$ cat config.mk
export PLATFORM = sky130hd
export DESIGN_NAME = mult_ctrl
export DESIGN_NICKNAME = d
export VERILOG_FILES = /design/src/rtl/mult_pkg.sv /design/src/rtl/mult_wdt.sv /design/src/rtl/mult_ctrl.sv
export SDC_FILE = /design/constraint.sdc
export NUM_CORES = 1
export LEC_CHECK = 0
export CAP_MARGIN = 20
export CORE_AREA = 2 2 116 118
export CTS_CLUSTER_SIZE = 16
export DETAILED_ROUTE_END_ITERATION = 10
export DIE_AREA = 0 0 118 120
export PLACE_DENSITY = 0.94
export SLEW_MARGIN = 20
export SYNTH_ARGS = -nofsm -noshare
export SYNTH_HDL_FRONTEND = slang
export SYNTH_SLANG_ARGS = --single-unit
$ cat constraint.sdc
create_clock -name clk -period 3.2 [get_ports clk]
set_clock_uncertainty 0.15 [all_clocks]
set_input_delay 0.48 -clock clk [delete_from_list [all_inputs] [get_ports clk]]
set_output_delay 0.48 -clock clk [all_outputs]
set_load 0.05 [all_outputs]
$ cat src/rtl/mult_pkg.sv
// Shared types and constants for the multiplier sequencer (mult_ctrl / mult_wdt).
package mult_pkg;

  localparam int unsigned MULT_WIDTH       = 32;
  localparam int unsigned MULT_WDT_DEFAULT = 40;

  // Enough bits to hold 0..cycles inclusive.
  function automatic int unsigned wdt_cnt_width(input int unsigned cycles);
    return $clog2(cycles + 1);
  endfunction

  localparam int unsigned MULT_WDT_CNT_W = $clog2(MULT_WDT_DEFAULT + 1);

  typedef enum logic {
    StIdle,
    StRun
  } mult_state_e;

endpackage

$ cat src/rtl/mult_wdt.sv
// Watchdog for a multiplier run: counts RUN cycles and flags expiry on the
// Cycles-th RUN cycle so the sequencer can leave RUN at that edge.
module mult_wdt
  import mult_pkg::*;
#(
  parameter int unsigned Cycles = MULT_WDT_DEFAULT
) (
  input  logic clk_i,
  input  logic rst_ni,
  input  logic clr_i,
  input  logic run_i,
  output logic expire_o
);

  localparam int unsigned CntW = wdt_cnt_width(Cycles);

  logic [CntW-1:0] cnt_q;

  // Cleared on acceptance, counts every RUN cycle.
  always_ff @(posedge clk_i or negedge rst_ni) begin
    if (!rst_ni) begin
      cnt_q <= '0;
    end else if (clr_i) begin
      cnt_q <= '0;
    end else if (run_i) begin
      cnt_q <= cnt_q + 1'b1;
    end
  end

  // cnt_q holds the number of completed RUN cycles, so Cycles-1 marks the last one.
  assign expire_o = run_i && (cnt_q == CntW'(Cycles - 1));

endmodule

$ cat src/rtl/mult_ctrl.sv
// Execute-stage sequencer for the iterative multiplier: latches operands,
// grants the shared ALU, stalls the pipe while running and owns HI/LO.
// Optional watchdog enabled by defining MULT_WDT_EN.
module mult_ctrl
  import mult_pkg::*;
#(
  parameter int unsigned WIDTH      = MULT_WIDTH,
  parameter int unsigned WDT_CYCLES = MULT_WDT_DEFAULT
) (
  input  logic             clk,
  input  logic             rst,
  input  logic             mult_req,
  input  logic             mult_sgn,
  input  logic             flush,
  input  logic [WIDTH-1:0] src_a,
  input  logic [WIDTH-1:0] src_b,
  input  logic             mf_sel,
  input  logic             mult_done,
  input  logic [WIDTH-1:0] mult_hi,
  input  logic [WIDTH-1:0] mult_lo,
  output logic             mult_start,
  output logic             mult_sgn_o,
  output logic [WIDTH-1:0] op_a,
  output logic [WIDTH-1:0] op_b,
  output logic             alu_grant,
  output logic             stall,
  output logic             busy,
  output logic [WIDTH-1:0] hi,
  output logic [WIDTH-1:0] lo,
  output logic [WIDTH-1:0] mf_data,
  output logic             wdt_err
);

  mult_state_e      state_q;
  logic [WIDTH-1:0] op_a_q, op_b_q, hi_q, lo_q;
  logic             sgn_q;
  logic             accept;
  logic             running;
  logic             wdt_expire;

  assign running = (state_q == StRun);
  assign accept  = (state_q == StIdle) && mult_req && !flush;

`ifdef MULT_WDT_EN
  logic wdt_err_q;

  mult_wdt #(
    .Cycles (WDT_CYCLES)
  ) u_wdt (
    .clk_i    (clk),
    .rst_ni   (rst),
    .clr_i    (accept),
    .run_i    (running),
    .expire_o (wdt_expire)
  );

  assign wdt_err = wdt_err_q;
`else
  logic unused_wdt_cycles;
  assign unused_wdt_cycles = ^WDT_CYCLES;
  assign wdt_expire        = 1'b0;
  assign wdt_err           = 1'b0;
`endif

  // FSM plus operand and HI/LO registers; reset discards any partial product.
  always_ff @(posedge clk or negedge rst) begin
    if (!rst) begin
      state_q   <= StIdle;
      op_a_q    <= '0;
      op_b_q    <= '0;
      sgn_q     <= 1'b0;
      hi_q      <= '0;
      lo_q      <= '0;
`ifdef MULT_WDT_EN
      wdt_err_q <= 1'b0;
`endif
    end else begin
      unique case (state_q)
        StIdle: begin
          if (accept) begin
            op_a_q  <= src_a;
            op_b_q  <= src_b;
            sgn_q   <= mult_sgn;
            state_q <= StRun;
          end
        end
        StRun: begin
          // Completion wins over a coincident watchdog expiry.
          if (mult_done) begin
            hi_q    <= mult_hi;
            lo_q    <= mult_lo;
            state_q <= StIdle;
          end else if (wdt_expire) begin
            state_q   <= StIdle;
`ifdef MULT_WDT_EN
            wdt_err_q <= 1'b1;
`endif
          end
        end
        default: state_q <= StIdle;
      endcase
    end
  end

  assign mult_start = running;
  assign alu_grant  = running;
  assign stall      = running;
  assign busy       = running;
  assign mult_sgn_o = sgn_q;
  assign op_a       = op_a_q;
  assign op_b       = op_b_q;
  assign hi         = hi_q;
  assign lo         = lo_q;
  // No bypass: reads behind a running mult are held off by stall.
  assign mf_data    = mf_sel ? hi_q : lo_q;

endmodule

Word-level counts from Yosys, hierarchy flattened
Cells that the tools add are included.

Add/subtract/negate cells: 0. Multipliers: 0. Div/mod/pow operators: 0. Magnitude comparators: 0. Equal/unequal tests: 0. Shift operators: 0. Multiplexer cells: 4. Bitwise logic cells: 1. Reduce and logical (&&, ||, !) cells: 5.

Operators with widths (count): two-way mux 32 bit (1); AND reduction 2 bit (2); logical AND 1 bit (2); two-way mux 1 bit (2); case mux 1 bit (2 select lines) (1); logical NOT 1 bit (1); inverter 1 bit (1).

Register bits after elaboration: 130. Bits in latches: 0. RAM bits: 0. Memory bits (read-only): 0. Output and inout port bits: 166. Logic and storage cells: 16. Memories kept: 0.

Depth between registers and ports, before layout
Gate-level depths: netlist of run 1.

Depth in word-level cells: 5. Gate-level depth with buffers: 4.

Least setup slack after synthesis of run 1
OpenSTA, ideal clock, no wires.

Path type: input port to output port. Start: in mf_sel. End: out mf_data[3]. Data arrival time: 1399 ps. Setup slack: 1171 ps. Stages: 3. Path buffers: 2. Cells stage by stage: clkbuf_1 > buf_2 > mux2_1.

Word-level cells in the longest chain between the ends: 1.

Ends and longest elaborated chain: start, declared (RTL line mult_ctrl.sv:17) `input logic mf_sel,`; two-way mux 32 bit (RTL line mult_ctrl.sv:115) `assign mf_data = mf_sel ? hi_q : lo_q;`; end, declared (RTL line mult_ctrl.sv:30) `output logic [WIDTH-1:0] mf_data,`.

Every way passes these cells.

Worst setup path in the final report of run 1
Start: in mf_sel. End: out mf_data[30].

The elaborated chain is that of the path after synthesis.

==> metrics, run 1 <==
number of detailed-route iterations in the first pass=4; post-detailed-route via-to-cell ratio=4.75; Post-Syn Instances=317; commonest cells after routing, fill and taps aside=sky130_fd_sc_hd__clkdlybuf4s50_1 (266), sky130_fd_sc_hd__dfrtp_1 (130), sky130_fd_sc_hd__mux2_2 (120); clock period minus final worst setup slack=2.58 ns; clock input transition at the sequential cells of the worst setup and hold paths=0.06 ns; Hold Path Cell Cnt=1; number of vias after detailed routing=3845; all-layer global routing usage=21.9%; largest vdd supply drop=0.531 mV; CTS buffer count=17; number of DRC markers after the initial detailed-route iteration=roughly 130; hold wc startpoint=op_b[26]$_DFFE_PN0P_; final setup TNS=0 ns; maximum net fanout on the critical path=32; worst setup slack after layout=between 0.6 and 0.7 ns; Hold/Removal Path Class=flip-flop to flip-flop; final-stage net count=around 760; standard cell core area=roughly 13000 um2; buffer depth of the longest clock path=2; effective utilization at floorplan=40.2%; Arrival @ worst endpoint=1.95 ns; Worst Path Required=2.57 ns; warning count from the yosys run=0; cell type with the largest total area after synthesis=sky130_fd_sc_hd__dfrtp_1; worst r2r src=alu_grant$_DFF_PN0_; maximum number of pins on one net before global-route repair=between 60 and 70; worst r2r dst=lo[25]$_DFFE_PN0P_; dpl cell area=8680 um2; number of global-route vias before repair=4307; number of nets in the synthesized netlist=roughly 450; Final Instance Area=9270 um2; worst hold margin=0.334 ns; fraction of final layout cells sized beyond drive strength 1=30.3%; area growth from synthesis to layout=77.5%; Yosys cell types=11; actual slew at the worst max-slew pin=0.572 ns; die width=118 um; Critical Path End Type=output pin; number of flip-flops and latches in the synthesized netlist=130; Crit Path Category=input pin to output pin; total congestion overflow=0; R2R cell count=3; initial antenna violation count=1; Clock Root Buffer=sky130_fd_sc_hd__clkbuf_16; total wire length after detailed routing=between 15000 and 20000 um; post-CTS repair timing setup buffer count=0; number of maximum-capacitance violations=0; fraction of the yosys area taken by sequential cells=62.3%; site row count=between 40 and 50; Hold Vio Cnt, Final=0; Synth Cell Area=between 5000 and 6000 um2; Wirelength per Cell=18.8 um; max frequency=0.388 GHz; final slew viol count=0; worst rel slew slack=approximately three fifths; kind of start point of the critical path=input pin; leakage power=3.86 nW; half-perimeter wire length after detailed placement=11600 um; status=complete, no violations; top cell type's share of synthesized area=62.3%; first-pass GRT wire length=23800 um; routability cong.=0.831; io pins=301; die outline area=14200 um2; final core occ=71.4%; setup slack on the worst flop-to-flop path=1.29 ns; average cell area after synthesis=16.5 um2; final cell count without fillers=810; total power divided by cell area=898 nW/um2; leading cell type in the layout, fill and taps excluded=sky130_fd_sc_hd__clkdlybuf4s50_1; Die Y-Extent=120 um; instance count after placement with tap cells included=777; Port Buf Inserts=299; top area cells in the synthesized netlist=sky130_fd_sc_hd__dfrtp_1 (62%), sky130_fd_sc_hd__mux2_2 (26%), sky130_fd_sc_hd__mux2_1 (8.8%), sky130_fd_sc_hd__buf_4 (1.3%), sky130_fd_sc_hd__buf_2 (1.1%); final setup violating endpoints=0; number of design rule violations left after detail routing=0; worst hold endpoint=op_b[26]$_DFFE_PN0P_; share of the clock period used by the worst path after layout=80.5%; remaining antenna violation count after routing=0; number of H-tree levels=4; count of antenna diodes in the layout=0; Pwr Total=8.32 mW; Clock Sinks=130; unrepaired setup endpoints after global routing=no; clock tree from TritonCTS=built; Worst-Skew Late Latency=0.41 ns; Setup Slack @ Placement=0.622 ns
## critical path: stages
cell and delay (ns):
sky130_fd_sc_hd__clkdlybuf4s50_1 0.46, sky130_fd_sc_hd__buf_4 0.41, sky130_fd_sc_hd__mux2_2 0.43, sky130_fd_sc_hd__buf_12 0.16
## power by group
| part | leakage, nW | switching, mW | total (mW) | internal, mW |
|---|---|---|---|---|
| Clock | 0.275 | 0.715 | 1.88 | 1.16 |
| Sequential | 1.53 | 0.294 | 2.34 | 2.05 |
| Combinational | 2.06 | 2.46 | 4.10 | 1.64 |
## cell families after synthesis
| group | after synthesis | share of synthesized area [%] |
|---|---|---|
| AND/OR/NAND/NOR | 2 | 0.311 |
| other | 1 | 0.0718 |
| multiplexers | 161 | 34.7 |
| buffers and inverters | 22 | 2.49 |
| flip-flops | 130 | 62.3 |
| AO/OA/AOI/OAI | 1 | 0.144 |
## synthesized netlist by cell type
| library cell | count |
|---|---|
| sky130_fd_sc_hd__inv_1 | 1 |
| sky130_fd_sc_hd__mux2_2 | 120 |
| sky130_fd_sc_hd__mux2_1 | 41 |
| sky130_fd_sc_hd__a21o_1 | 1 |
| sky130_fd_sc_hd__buf_4 | 9 |
| sky130_fd_sc_hd__nor3b_2 | 1 |
| sky130_fd_sc_hd__clkbuf_1 | 1 |
| sky130_fd_sc_hd__nand2_1 | 1 |
| sky130_fd_sc_hd__dfrtp_1 | 130 |
| sky130_fd_sc_hd__buf_2 | 11 |
| sky130_fd_sc_hd__conb_1 | 1 |
## layout make-up
class / instances / area (um2)
timing repair buffer: 306 / 3370
sequential: 130 / 3250
clock buffer: 19 / 443
clock inverter: 13 / 136
tap: 176 / 220
multi-input combinational: 165 / 1850
fill: 831 / 3710
inverter: 1 / 3.75
## routing by layer
metal	up-vias	GRT usage, %	wire length [um]
met3	35	7.37	1060
li1	1727	-	-
met4	0	10.6	467
met2	197	38.8	8070
met1	1886	23.5	5600
met5	-	0	0
## state kept, by name, indices dropped and copies added (netlist names)
signal,flops
alu_grant,1
hi,32
lo,32
mult_sgn_o,1
op_a,32
op_b,32
## worst max path at each step
stage / start / endpoint / slack, ns
final: mf_sel / mf_data[30] / 0.62
after global routing: mf_sel / mf_data[30] / 0.59
after floorplan: mf_sel / mf_data[3] / 1.17
after global placement: mf_sel / mf_data[25] / 0.69
after detailed placement: mf_sel / mf_data[18] / 0.62
after CTS: mf_sel / mf_data[30] / 0.62
## what timing repair did
action	CTS	global route
gates resized for setup	0	0
setup endpoints to repair	0	0
hold endpoints to repair	42	0
hold buffers	1	0
(Power assumes the default switching activity.)
==> run 2, diff against run 1 <==
--- a/config.mk
+++ b/config.mk
@@ -6,11 +6,10 @@
 export NUM_CORES = 1
 export LEC_CHECK = 0
 export CAP_MARGIN = 20
-export CORE_AREA = 2 2 116 118
+export CORE_UTILIZATION = 34
 export CTS_CLUSTER_SIZE = 16
 export DETAILED_ROUTE_END_ITERATION = 10
-export DIE_AREA = 0 0 118 120
-export PLACE_DENSITY = 0.94
+export PLACE_DENSITY = 0.85
 export SLEW_MARGIN = 20
 export SYNTH_ARGS = -nofsm -noshare
 export SYNTH_HDL_FRONTEND = slang
==> constraint.sdc (replaced) <==
create_clock -name clk -period 2.2 [get_ports clk]
set_clock_uncertainty 0.15 [all_clocks]
set_input_delay 0.33 -clock clk [delete_from_list [all_inputs] [get_ports clk]]
set_output_delay 0.33 -clock clk [all_outputs]
set_load 0.05 [all_outputs]
==> run 2 against run 1 <==
  * Hold slack worse by 0.13 ns
  * Via count down 0.86%
  * Utilization decreased by 7.8 points
  * Clock power grew 57%
  * Sequential power is 46% higher
  * Global-route usage fell by 3.1 points
  * Worst setup slack lost 0.55 ns
  * Final area rose by 1.3%
  * Combinational power increased by 45%
  * Sequential share of layout area shrank 0.45 points
  * Critical path type is now flip-flop to output pin
  * Largest cell class unchanged
  * Largest power group unchanged
==> metrics, run 2 (synthesized netlist as in run 1, its figures left out) <==
max frequency=0.469 GHz; maximum net fanout on the critical path=3; Worst Path Required=1.72 ns; unrepaired setup endpoints after global routing=no; final-stage net count=759; maximum number of pins on one net before global-route repair=74; half-perimeter wire length after detailed placement=11200 um; clock input transition at the sequential cells of the worst setup and hold paths=0.06 ns; final setup violating endpoints=0; post-detailed-route via-to-cell ratio=4.64; all-layer global routing usage=18.8%; leakage power=3.93 nW; Hold Vio Cnt, Final=0; status=complete, no violations; worst rel slew slack=between 60% and 70%; library cell contributing the largest single delay on the critical path=sky130_fd_sc_hd__clkdlybuf4s50_1; clock tree from TritonCTS=built; number of H-tree levels=4; buffer depth of the longest clock path=2; fraction of final layout cells sized beyond drive strength 1=a little under a third; Arrival @ worst endpoint=1.65 ns; worst r2r src=alu_grant$_DFF_PN0_; first-pass GRT wire length=around 23000 um; number of detailed-route iterations in the first pass=4; CTS buffer count=17; number of design rule violations left after detail routing=0; share of power burned in combinational logic=48.3%; worst setup slack after layout=~0.07 ns; final slew viol count=0; final-layout fill cell count=1071; Worst Path Buf+Inv=1; worst path cell trace=clkdlybuf4s50_1; total wire length after detailed routing=roughly 14000 um; Clock Root Buffer=sky130_fd_sc_hd__clkbuf_16; largest vdd supply drop=~0.75 mV; Crit Path Category=flip-flop to output pin; number of vias after detailed routing=3812; effective utilization at floorplan=35.4%; count of antenna diodes in the layout=0; part of the total power dissipated in sequential elements=27.7%; longest individual stage delay on the worst path=0.85 ns; category of cells accounting for the largest share of critical-path delay=buffers and inverters; site row count=44; number of maximum-capacitance violations=0; routability cong.=0.747; die width=126 um; number of DRC markers after the initial detailed-route iteration=72; R2R cell count=3; commonest cells after routing, fill and taps aside=sky130_fd_sc_hd__clkdlybuf4s50_1 (259), sky130_fd_sc_hd__dfrtp_1 (130), sky130_fd_sc_hd__mux2_2 (120); io pins=301; Clock Sinks=130; kind of start point of the critical path=flip-flop; clock period minus final worst setup slack=between 2 and 2.5 ns; setup slack on the worst flop-to-flop path=0.56 ns; Clock Power Share=24.0%; Port Buf Inserts=roughly 300; number of global-route vias before repair=4169; total power divided by cell area=1310 nW/um2; total congestion overflow=0; Switching Power=4.97 mW; standard cell core area=14800 um2; remaining antenna violation count after routing=0; initial antenna violation count=0; die outline area=15900 um2; Wirelength per Cell=17.5 um; Die Y-Extent=126 um; Hold/Removal Path Class=input pin to asynchronous set/reset pin; worst r2r dst=op_b[10]$_DFFE_PN0P_; final setup TNS=0 ns; share of the clock period used by the worst path after layout=96.9%; actual slew at the worst max-slew pin=0.553 ns; Power Internal=7.35 mW; Critical Path End Type=output pin; switching share of power=40.3%; Setup Slack @ Placement=0.0901 ns; leading cell type in the layout, fill and taps excluded=sky130_fd_sc_hd__clkdlybuf4s50_1; Worst-Skew Late Latency=0.41 ns; area growth from synthesis to layout=79.8%
## run 2: routing by layer
metal	routed length [um]	track usage, %
met1	5110	19.4
met2	7860	34.6
met3	1040	6.07
met4	364	8.58
met5	0	0
## run 2: how the worst max path moves through the flow
stage                                      to  cells past startpoint           startpoint  slack (ns)
after global placement            mf_data[26]                      4               mf_sel        0.12
after floorplan           op_a[0]$_DFFE_PN0P_                      4  alu_grant$_DFF_PN0_        0.37
after global routing                   hi[17]                      1   hi[17]$_DFFE_PN0P_        0.02
after detailed placement          mf_data[25]                      4               mf_sel        0.09
final                                  hi[17]                      1   hi[17]$_DFFE_PN0P_        0.07
after CTS                              hi[26]                      1   hi[26]$_DFFE_PN0P_        0.03
## run 2: cell type report
type	count	area (um2)	area share, %
Clock buffer	23	478	5.09
Inverter	1	3.75	0.0400
Tap cell	184	230	2.45
Multi-Input combinational cell	165	1850	19.7
Sequential cell	130	3250	34.6
Timing Repair Buffer	309	3430	36.5
Clock inverter	9	153	1.63
## run 2: power by group through the flow
stage | logic (mW) | clock network (mW) | registers [mW]
global placement | 5.92 | 0 | 3.41
detailed placement | 5.98 | 0 | 3.45
CTS | 6.00 | 3.02 | 3.42
floorplan | 1.45 | 0 | 5.42
finish | 5.96 | 2.96 | 3.41
global route | 6.13 | 3.16 | 3.49
## run 2: stage by stage
| step | cells | utilization (%) | power, mW | hold WS [ns] | cell area [um2] |
|---|---|---|---|---|---|
| after floorplan | 317 | - | 6.86 | -0.116 | 5220 |
| after global placement | 788 | 59.3 | 9.32 | 0.0847 | 8750 |
| after detailed placement | 788 | 59.3 | 9.44 | 0.0885 | 8750 |
| after CTS | 821 | 63.6 | 12.4 | 0.200 | 9390 |
| after global routing | 821 | 63.7 | 12.8 | 0.232 | 9390 |
| final | 821 | 63.7 | 12.3 | 0.207 | 9390 |
## run 2: repair_timing
item / 4_1_cts / 5_1_grt
setup buffers: 0 / 0
hold endpoints to repair: 33 / 0
setup endpoints to repair: 0 / 1
hold buffers: 1 / 0
resized for setup: 0 / 1
==> run 3, diff against run 2 <==
--- a/config.mk
+++ b/config.mk
@@ -6,6 +6,7 @@
 export NUM_CORES = 1
 export LEC_CHECK = 0
 export CAP_MARGIN = 20
+export CORE_ASPECT_RATIO = 0.8
 export CORE_UTILIZATION = 34
 export CTS_CLUSTER_SIZE = 16
 export DETAILED_ROUTE_END_ITERATION = 10
==> run 3 against run 2 <==
  * Global-route usage is 0.65 points lower
  * Count of clock-buffer cells in the layout down 2
  * Final area down 4.0%
  * Critical path type unchanged
  * Register-to-register slack worse by 0.15 ns
  * Fmax increased by 1.3%
  * Combinational power shrank 8.9%
  * Largest cell class is now sequential cells
  * Utilization down 3.6 points
  * Sequential power hardly changed
  * Sequential share of layout area rose by 1.5 points
  * Hold slack gained 0.13 ns
  * Power fell by 2.9%
==> metrics, run 3 (synthesized netlist as in run 1, its figures left out) <==
share of the clock period used by the worst path after layout=95.6%; Port Buf Inserts=299; effective utilization at floorplan=between 30% and 40%; final-stage net count=755; Hold/Removal Path Class=input pin to asynchronous set/reset pin; worst path cell trace=clkdlybuf4s50_1; Wirelength per Cell=between 15 and 20 um; maximum number of pins on one net before global-route repair=between 70 and 80; commonest cells after routing, fill and taps aside=sky130_fd_sc_hd__clkdlybuf4s50_1 (261), sky130_fd_sc_hd__dfrtp_1 (130), sky130_fd_sc_hd__mux2_2 (120); site row count=40; leakage power=3.78 nW; Hold Vio Cnt, Final=0; io pins=301; Worst Path Required=1.72 ns; Clock Sinks=130; final-layout fill cell count=approximately 1.2k; fraction of final layout cells sized beyond drive strength 1=a little under a third; total power divided by cell area=around 1300 nW/um2; leading cell type in the layout, fill and taps excluded=sky130_fd_sc_hd__clkdlybuf4s50_1; switching share of power=40.5%; category of cells accounting for the largest share of critical-path delay=buffers and inverters; Clock Power Share=26.4%; number of design rule violations left after detail routing=0; total wire length after detailed routing=13800 um; maximum net fanout on the critical path=3; library cell contributing the largest single delay on the critical path=sky130_fd_sc_hd__clkdlybuf4s50_1; final slew viol count=0; Arrival @ worst endpoint=~1.6 ns; largest vdd supply drop=a little over 1 mV; standard cell core area=15000 um2; first-pass GRT wire length=22000 um; all-layer global routing usage=18.2%; worst hold margin=roughly 0.33 ns; post-CTS repair timing setup buffer count=0; part of the total power dissipated in sequential elements=between 20% and 30%; count of antenna diodes in the layout=0; final setup violating endpoints=0; remaining antenna violation count after routing=0; Worst-Skew Late Latency=between 0.4 and 0.5 ns; number of vias after detailed routing=3787; status=complete, no violations; share of power burned in combinational logic=45.3%; die outline area=15900 um2; Worst Path Buf+Inv=1; area growth from synthesis to layout=72.6%; total congestion overflow=0; unrepaired setup endpoints after global routing=no; worst rel slew slack=63.2%; number of H-tree levels=4; Power Internal=7.12 mW; Die Y-Extent=113 um; clock input transition at the sequential cells of the worst setup and hold paths=around 0.050 ns; post-detailed-route via-to-cell ratio=4.61; kind of start point of the critical path=flip-flop; final setup TNS=0 ns; final core occ=60.0%; Pwr Total=12.0 mW; CTS buffer count=17; number of detailed-route iterations in the first pass=4; clock tree from TritonCTS=built; Critical Path End Type=output pin; die width=141 um; number of global-route vias before repair=4015; number of maximum-capacitance violations=0; number of DRC markers after the initial detailed-route iteration=118; Clock Root Buffer=sky130_fd_sc_hd__clkbuf_16; buffer depth of the longest clock path=2; actual slew at the worst max-slew pin=0.550 ns; half-perimeter wire length after detailed placement=10100 um; clock period minus final worst setup slack=between 2 and 2.5 ns; Crit Path Category=flip-flop to output pin; Switching Power=4.85 mW; longest individual stage delay on the worst path=around 0.8 ns; routability cong.=0.707; max frequency=0.475 GHz; total area of multi-input combinational cells=1850 um2; initial antenna violation count=0; area taken by flip-flops and latches=3250 um2
==> run 3: changes by cell type in the layout (fill, tap and decap cells not counted) <==
cell                              before  now
sky130_fd_sc_hd__buf_12               36    5
sky130_fd_sc_hd__buf_4                12   37
sky130_fd_sc_hd__bufinv_16             4    6
sky130_fd_sc_hd__clkdlybuf4s50_1     259  261
sky130_fd_sc_hd__buf_2                 0    1
sky130_fd_sc_hd__clkbuf_1              3    2
sky130_fd_sc_hd__clkbuf_8              3    2
sky130_fd_sc_hd__clkinvlp_4            3    2
sky130_fd_sc_hd__dlymetal6s2s_1        1    0
==> run 3: final cells by class <==
class	instances	share of cell area, %
multi-input combinational	165	20.5
inverter	1	0.0416
sequential	130	36.1
timing repair buffer	305	33.3
clock buffer	21	5.11
clock inverter	10	2.28
tap	189	2.62
==> run 3: worst min-delay path, stage by stage <==
cell and delay (ns):
sky130_fd_sc_hd__dlygate4sd3_1 0.54, sky130_fd_sc_hd__buf_4 0.14, sky130_fd_sc_hd__buf_12 0.27
==> run 3: through the flow <==
| stage | worst slack (ns) | cell area, um2 | std cells |
|---|---|---|---|
| after floorplan | 0.368 | 5220 | 317 |
| after CTS | 0.0548 | 9010 | 821 |
| after global routing | 0.0342 | 9010 | 821 |
| after global placement | 0.200 | 8340 | 789 |
| after detailed placement | 0.135 | 8340 | 789 |
| final | 0.0962 | 9010 | 821 |
==> run 3: layer usage <==
| metal | vias up | part of all wire [%] | global-route usage, % |
|---|---|---|---|
| li1 | 1730 | - | - |
| met1 | 1864 | 39 | 20.5 |
| met2 | 171 | 51 | 31.7 |
| met3 | 22 | 7.5 | 5.76 |
| met4 | 0 | 2.0 | 8.33 |
| met5 | - | 0 | 0 |
==> run 3: worst paths after layout <==
check	from	to	slack [ns]	depth (start not counted)
setup / recovery	hi[10]$_DFFE_PN0P_	hi[10]	0.1	1
hold / removal	rst	hi[8]$_DFFE_PN0P_	0.33	3
setup reg to reg	alu_grant$_DFF_PN0_	op_a[2]$_DFFE_PN0P_	0.41	3
hold reg to reg	op_a[17]$_DFFE_PN0P_	op_a[17]$_DFFE_PN0P_	0.33	1
max in group asynchronous	rst	op_a[30]$_DFFE_PN0P_	1.22	3
min in group clk	op_a[17]$_DFFE_PN0P_	op_a[17]$_DFFE_PN0P_	0.33	1
==> run 3: power by group through the flow <==
stage                     clock network, mW  registers [mW]  logic [mW]
after global placement                    0            3.37        5.39
after global routing                   3.35            3.46        5.61
after detailed placement                  0            3.42        5.45
after CTS                              3.24            3.38        5.47
final                                  3.16            3.38        5.43
after floorplan                           0            5.42        1.45
==> run 3: repair_timing <==
action	in CTS	in global routing
hold buffers	1	0
gates resized for setup	0	0
endpoints found under the hold margin	130	0
